**config.mk**
```make
export PLATFORM = sky130hd
export DESIGN_NAME = zeroheti_obi_apb_bridge
export DESIGN_NICKNAME = d
export VERILOG_FILES = /design/src/rtl/zeroheti_obi_apb_bridge.sv
export SDC_FILE = /design/constraint.sdc
export NUM_CORES = 1
export LEC_CHECK = 0
export BUFFER_PORTS_ARGS = -buffer_cell sky130_fd_sc_hd__buf_2
export CAP_MARGIN = 20
export CORE_ASPECT_RATIO = 2
export CORE_UTILIZATION = 51
export CTS_BUF_LIST = sky130_fd_sc_hd__clkbuf_4
export CTS_CLUSTER_DIAMETER = 120
export CTS_CLUSTER_SIZE = 8
export DETAILED_ROUTE_END_ITERATION = 10
export HOLD_SLACK_MARGIN = 0.06
export PLACE_DENSITY = 0.88
export SETUP_SLACK_MARGIN = 0.5
export SYNTH_ARGS = -nofsm -noshare
export SYNTH_HDL_FRONTEND = slang
export SYNTH_SLANG_ARGS = --single-unit
```
**constraint.sdc**
```tcl
create_clock -name clk_i -period 4.6 [get_ports clk_i]
set_input_delay 0.92 -clock clk_i [delete_from_list [all_inputs] [get_ports clk_i]]
set_output_delay 0.92 -clock clk_i [all_outputs]
set_load 0.03 [all_outputs]
```
**src/rtl/zeroheti_obi_apb_bridge.sv**
```systemverilog
`default_nettype none
// ============================================================================
//  Module   : zeroheti_obi_apb_bridge
//  Brief    : Single-outstanding OBI-to-APB bridge with ACCESS-phase timeout.
//  Revision : 1.0 - initial release
// ============================================================================
module zeroheti_obi_apb_bridge #(
  parameter int unsigned AddrWidth     = 32,
  parameter int unsigned DataWidth     = 32,
  parameter int unsigned TimeoutCycles = 255
) (
  input  logic                 clk_i,
  input  logic                 rst_i,
  input  logic                 obi_req_i,
  output logic                 obi_gnt_o,
  input  logic [AddrWidth-1:0] obi_addr_i,
  input  logic                 obi_we_i,
  input  logic [3:0]           obi_be_i,
  input  logic [DataWidth-1:0] obi_wdata_i,
  output logic                 obi_rvalid_o,
  output logic [DataWidth-1:0] obi_rdata_o,
  output logic                 obi_err_o,
  output logic [AddrWidth-1:0] apb_paddr_o,
  output logic                 apb_psel_o,
  output logic                 apb_penable_o,
  output logic                 apb_pwrite_o,
  output logic [3:0]           apb_pstrb_o,
  output logic [DataWidth-1:0] apb_pwdata_o,
  output logic [2:0]           apb_pprot_o,
  input  logic                 apb_pready_i,
  input  logic [DataWidth-1:0] apb_prdata_i,
  input  logic                 apb_pslverr_i
);

  // A disabled timeout still needs a legal (1-bit) counter.
  localparam int unsigned CntWidth = (TimeoutCycles > 0) ? $clog2(TimeoutCycles + 1) : 1;
  localparam logic [CntWidth-1:0] CntLimit = CntWidth'(TimeoutCycles);

  typedef enum logic [1:0] {
    IDLE   = 2'd0,
    SETUP  = 2'd1,
    ACCESS = 2'd2,
    RESP   = 2'd3
  } state_e;

  state_e                 state_q;
  logic [AddrWidth-1:0]   paddr_q;
  logic                   pwrite_q;
  logic [3:0]             pstrb_q;
  logic [DataWidth-1:0]   pwdata_q;
  logic                   psel_q;
  logic                   penable_q;
  logic                   rvalid_q;
  logic [DataWidth-1:0]   rdata_q;
  logic                   err_q;
  logic [CntWidth-1:0]    cnt_q;

  assign obi_gnt_o     = obi_req_i && (state_q == IDLE);
  assign obi_rvalid_o  = rvalid_q;
  assign obi_rdata_o   = rdata_q;
  assign obi_err_o     = err_q;
  assign apb_paddr_o   = paddr_q;
  assign apb_psel_o    = psel_q;
  assign apb_penable_o = penable_q;
  assign apb_pwrite_o  = pwrite_q;
  assign apb_pstrb_o   = pstrb_q;
  assign apb_pwdata_o  = pwdata_q;
  assign apb_pprot_o   = 3'b000;

  always_ff @(posedge clk_i) begin
    if (rst_i) begin
      state_q   <= IDLE;
      paddr_q   <= '0;
      pwrite_q  <= 1'b0;
      pstrb_q   <= '0;
      pwdata_q  <= '0;
      psel_q    <= 1'b0;
      penable_q <= 1'b0;
      rvalid_q  <= 1'b0;
      rdata_q   <= '0;
      err_q     <= 1'b0;
      cnt_q     <= '0;
    end else begin
      case (state_q)
        IDLE: begin
          if (obi_req_i) begin
            // Word-align by masking so every address bit is consumed.
            paddr_q  <= obi_addr_i & ~AddrWidth'(3);
            pwrite_q <= obi_we_i;
            pstrb_q  <= obi_we_i ? obi_be_i : 4'b0000;
            pwdata_q <= obi_we_i ? obi_wdata_i : '0;
            psel_q   <= 1'b1;
            cnt_q    <= '0;
            state_q  <= SETUP;
          end
        end
        SETUP: begin
          penable_q <= 1'b1;
          state_q   <= ACCESS;
        end
        ACCESS: begin
          if (apb_pready_i) begin
            psel_q    <= 1'b0;
            penable_q <= 1'b0;
            rvalid_q  <= 1'b1;
            err_q     <= apb_pslverr_i;
            rdata_q   <= (!pwrite_q && !apb_pslverr_i) ? apb_prdata_i : '0;
            state_q   <= RESP;
          end else if ((TimeoutCycles != 0) && (cnt_q == CntLimit)) begin
            psel_q    <= 1'b0;
            penable_q <= 1'b0;
            rvalid_q  <= 1'b1;
            err_q     <= 1'b1;
            rdata_q   <= '0;
            state_q   <= RESP;
          end else if (cnt_q != {CntWidth{1'b1}}) begin
            cnt_q <= cnt_q + CntWidth'(1);
          end
        end
        RESP: begin
          rvalid_q <= 1'b0;
          rdata_q  <= '0;
          err_q    <= 1'b0;
          state_q  <= IDLE;
        end
        default: state_q <= IDLE;
      endcase
    end
  end

endmodule
`default_nettype wire

```
# Word level (Yosys, flattened, before mapping)
# Cells that the tools add are included.
[totals] reg_bits=113 out_inout_bits=109 input_bits=106 elab_cells=61
[op_classes] reduce_logical=14 eq_ne=10 muxes=25 n_addsub=1
[ops] operator="$mux W32" count=4
[ops] operator="$pmux W32 S2" count=1
[ops] operator="$mux W8" count=4
[ops] operator="$pmux W8 S2" count=1
[ops] operator="$add A8 B1 Y8 const B" count=1
[ops] operator="$eq A8 B8 Y1 const B" count=1
[ops] operator="$ne A2 B2 Y1 const B" count=4
[ops] operator="$ne A8 B8 Y1 const B" count=1
[ops] operator="$pmux W1 S2" count=4
[ops] operator="$pmux W2 S4" count=1
[ops] operator="$reduce_and A2 Y1" count=4
[ops] operator="$mux W1" count=6
[ops] operator="$mux W2" count=3
[ops] operator="$reduce_bool A2 Y1" count=3
[ops] operator="$reduce_and A5 Y1" count=1
[ops] operator="$eq A2 B2 Y1 const B" count=2
[ops] operator="$mux W4" count=1
[ops] operator="$ne A3 B3 Y1 const B" count=1
[ops] operator="$reduce_and A3 Y1" count=1
[ops] operator="$eq A2 B1 Y1 const B" count=1
[ops] operator="$logic_and A1 B1 Y1" count=2
[ops] operator="$logic_not A1 Y1" count=2
[ops] operator="$logic_not A2 Y1" count=1

# Logic depth before layout (Yosys ltp)
[depth] word_depth=5 ltp_mapped=8 mapped_depth_nobuf=6

# Worst setup path after synthesis
# OpenSTA, ideal clock, no wires.
[synth_path] kind="input to output" from="input obi_req_i" to="output obi_gnt_o" arrival_time_ns=1.582 required_time_ns=3.680 n_path_buf=1 path_stages=3 setup_slack_ns=2.098 cell_sequence="nand2_1 inv_2 clkbuf_1"
[synth_between] elab_chain_cells=1
[synth_rtl] element="start, declared" line_no="14" source="input logic obi_req_i,"
[synth_rtl] element="$logic_and A1 B1 Y1" line_no="58" source="assign obi_gnt_o = obi_req_i && (state_q == IDLE);"
[synth_rtl] element="end, declared" line_no="15" source="output logic obi_gnt_o,"
# No other way between the ends.

# Final worst setup path
[layout_path] from="register state_q[0]" to="output obi_gnt_o"
[layout_between] elab_chain_cells=2
[layout_rtl] element="start, declared" line_no="46" source="state_e state_q;"
[layout_rtl] element="start signal, assigned" line_no="72" source="state_q <= IDLE;"
[layout_rtl] element="start signal, assigned" line_no="94" source="state_q <= SETUP;"
[layout_rtl] element="start signal, assigned" line_no="99" source="state_q <= ACCESS;"
[layout_rtl] element="$logic_not A2 Y1" line_no="58"
[layout_rtl] element="$logic_and A1 B1 Y1" line_no="58"
# No other way between the ends.

==> flow_metrics.tcl <==
set metrics [dict create \
    regToRegSetupSlack_ns 2.41 \
    routed_via_density 5.36 \
    timing.hold.worst_path_depth 2 \
    clock_tree_from_tritoncts "done" \
    pwr_density_cell_mw_per_mm2 494 \
    grt_util_all_layers 0.252 \
    clk_path_buf_depth 2 \
    post_route_core_utilization 0.699 \
    max_cap_violations 0 \
    port_buffer_count 207 \
    worstHoldEndpoint "apb_pwdata_o[0]" \
    antenna_violating_nets_post_route 0 \
    timing.fmax_mhz 329 \
    synth-async-reset-ratio 0 \
    floorplan.initialDensity 0.530 \
    syn_inst 501 \
    synth.yosys.warnings 0 \
    post_synth_main_area_contributors "sky130_fd_sc_hd__dfxtp_1 53%, sky130_fd_sc_hd__nand2_1 9.3%, sky130_fd_sc_hd__a21oi_1 8.5%" \
    tritoncts.num_buffers 17 \
    final_min_period_over_clock_period 0.662 \
    clock_skew_ns 0.0121 \
    drtPass1Iterations 5 \
    predominant_post_synthesis_flop_cell "sky130_fd_sc_hd__dfxtp_1" \
    netlist_cell_types 39 \
    worstReg2RegEnd "obi_rdata_o[13]" \
    design.final.nets 804 \
    clk_root_buffer_cell "sky130_fd_sc_hd__clkbuf_4" \
    maximum_number_of_pins_on_one_net_before_global_route_repair 79 \
    drc 0 \
    tightest_slew_ns 0.804 \
    peakVddDrop_v 0.000311 \
    min-delay-path-class "register to register" \
    fp.dieW_um 66.4 \
    placementRows 46 \
    crit-reg2reg-launch "state_q[0]" \
    post_synth_instance_area_mm2 0.00424 \
    rsz0062_at_grt "no" \
    setup_tns_ns 0 \
    final_hold_viol_count 0 \
    timing.final.setup_violations 0 \
    totalWireLength_um 11100 \
    synth_enable_flop_cells 0 \
    clkLatencyLatePin_ns 0.49 \
    floorplan.die.height_um 131 \
    worst_path_required_time_ns 3.68 \
    grt-ovfl-total 0 \
    final_period_minus_worst_setup_slack_ns 3.04 \
    clk_pin_slew_ns 0.09 \
    criticalPathCategory "register to output port" \
    dr.first_iter.drc_count 206 \
    antenna_found_initial 0 \
    r2r_cell_count 8 \
    core_region_area_mm2 0.00800 \
    grt_first_pass_wirelength_um 16600 \
    io_pins 215 \
    synth_largest_area_cell "sky130_fd_sc_hd__dfxtp_1" \
    drive_above_1_share 0.354 \
    die-area_mm2 0.00870 \
    timing.final.max_slew_violations 0 \
    synth_sequential_area_ratio 0.534 \
    setup.worst_path.start_class "register" \
    ctsHoldBuffers 0 \
    critical_path_peak_fanout 68 \
    htree_levels 4 \
    synth_seq_cells 113 \
    syn-mean-instance-area_um2 8.46 \
    power.leakage_uw 0.00259 \
    crit_path_end_kind "output port" \
    dr_total_vias 4296 \
    critical_path_arrival_ns 2.12 \
    maxSlewHeadroom 0.464 \
    numClockSinks 113 \
    gp_congestion 0.791 \
    post_cts.resized_instances 0 \
    first_global_vias 3967 \
    synth.top_cell.area_share 0.534 \
    timing.hold.worst.start "apb_pwdata_o[0]" \
    half_perimeter_wire_length_of_the_detailed_placement_result_um 7830 \
    antenna_cells 0 \
    status "finished clean" \
    top_cells_by_count_synth "113 x sky130_fd_sc_hd__dfxtp_1, 105 x sky130_fd_sc_hd__nand2_1, 72 x sky130_fd_sc_hd__a21oi_1" \
    routed_wire_per_std_cell_um 13.8 \
    area.growth.synth_to_final_pct 32.0 \
    post-synth-top-count-cell "sky130_fd_sc_hd__dfxtp_1" \
    buffer_count_from_post_cts_setup_fixing 0 \
]
-- area by class of cell --
cell class | count | area, um^2
inverters | 7 | 26.3
multi-input cells | 341 | 1780
clock inverters | 12 | 165
well taps | 96 | 120
flip-flops and latches | 113 | 2260
fillers | 643 | 2410
repair buffers | 213 | 1090
clock buffers | 20 | 150
-- metrics by stage --
stage               hold WS, ns  power (uW)  area (um^2)  instances  setup slack (ns)
floorplan                 0.443        1740         4250        505              2.10
global placement          0.435        1950         5260        769              1.68
detailed placement        0.441        1990         5280        770              1.67
CTS                       0.455        2790         5590        802              1.49
global route              0.473        2900         5590        802              1.39
finish                    0.450        2760         5590        802              1.56
-- per-layer routing --
| metal | up-vias | track usage | part of all wire |
|---|---|---|---|
| li1 | 2091 | - | - |
| met1 | 1982 | 0.234 | 0.36 |
| met2 | 193 | 0.462 | 0.55 |
| met3 | 30 | 0.0955 | 0.065 |
| met4 | 0 | 0.131 | 0.030 |
| met5 | - | 0 | 0 |
-- sequential cells by signal (all words and copies together), names as in the netlist, 2 cells and up --
name / flops
cnt_q: 8
obi_rdata_o: 32
apb_pwdata_o: 32
apb_paddr_o: 30
state_q: 2
apb_pstrb_o: 4
-- cells by family (layout without fill, tap and decap cells) --
logic type	Yosys count	after routing	synth area share
AOI/OAI and AO/OA	128	128	0.188
adders and majority gates	5	5	0.0148
buffers and inverters	51	252	0.0529
DFF	113	113	0.534
muxes	1	1	0.00266
other	1	5	0.000885
and+or+nand+nor	202	202	0.207
-- report_power, final --
group | internal (uW) | total (uW) | leakage [uW] | switching [uW]
clock network | 444 | 800 | 0.000165 | 357
logic | 233 | 803 | 0.00150 | 569
registers | 1100 | 1160 | 0.000919 | 61.3
total | 1770 | 2760 | 0.00259 | 987
-- how the worst max path moves through the flow --
| stage | startpoint | to | slack [ns] | cells past startpoint |
|---|---|---|---|---|
| final | state_q[0] | obi_gnt_o | 1.56 | 6 |
| after floorplan | obi_req_i | obi_gnt_o | 2.10 | 3 |
| after global routing | state_q[0] | obi_gnt_o | 1.39 | 6 |
| after global placement | obi_req_i | obi_gnt_o | 1.68 | 5 |
| after CTS | state_q[0] | obi_gnt_o | 1.49 | 6 |
| after detailed placement | obi_req_i | obi_gnt_o | 1.67 | 5 |
-- worst max-delay path, stage by stage (launching register included) --
cell	delay (ns)
sky130_fd_sc_hd__dfxtp_1	0.34
sky130_fd_sc_hd__inv_1	0.11
sky130_fd_sc_hd__ha_1	0.21
sky130_fd_sc_hd__nand2_2	0.08
sky130_fd_sc_hd__inv_2	0.04
sky130_fd_sc_hd__buf_4	0.52
sky130_fd_sc_hd__buf_2	0.32
-- cell usage in the layout (no fill, tap or decap), types with 2 or more instances in the layout --
cell,instances
sky130_fd_sc_hd__nand3_1,40
sky130_fd_sc_hd__clkinv_1,3
sky130_fd_sc_hd__ha_1,5
sky130_fd_sc_hd__conb_1,5
sky130_fd_sc_hd__and4_1,3
sky130_fd_sc_hd__buf_2,206
sky130_fd_sc_hd__nand2_1,104
sky130_fd_sc_hd__a22oi_1,32
sky130_fd_sc_hd__nand2b_1,7
sky130_fd_sc_hd__clkinv_2,2
sky130_fd_sc_hd__inv_1,6
sky130_fd_sc_hd__buf_4,6
sky130_fd_sc_hd__dfxtp_1,113
sky130_fd_sc_hd__bufinv_16,4
sky130_fd_sc_hd__nor2_1,37
sky130_fd_sc_hd__clkinvlp_4,2
sky130_fd_sc_hd__o21ai_0,2
sky130_fd_sc_hd__o21ai_1,2
sky130_fd_sc_hd__and3_1,3
sky130_fd_sc_hd__clkbuf_4,20
sky130_fd_sc_hd__a21oi_1,72
sky130_fd_sc_hd__a31oi_1,9
Power figures use the tool's default switching activity.
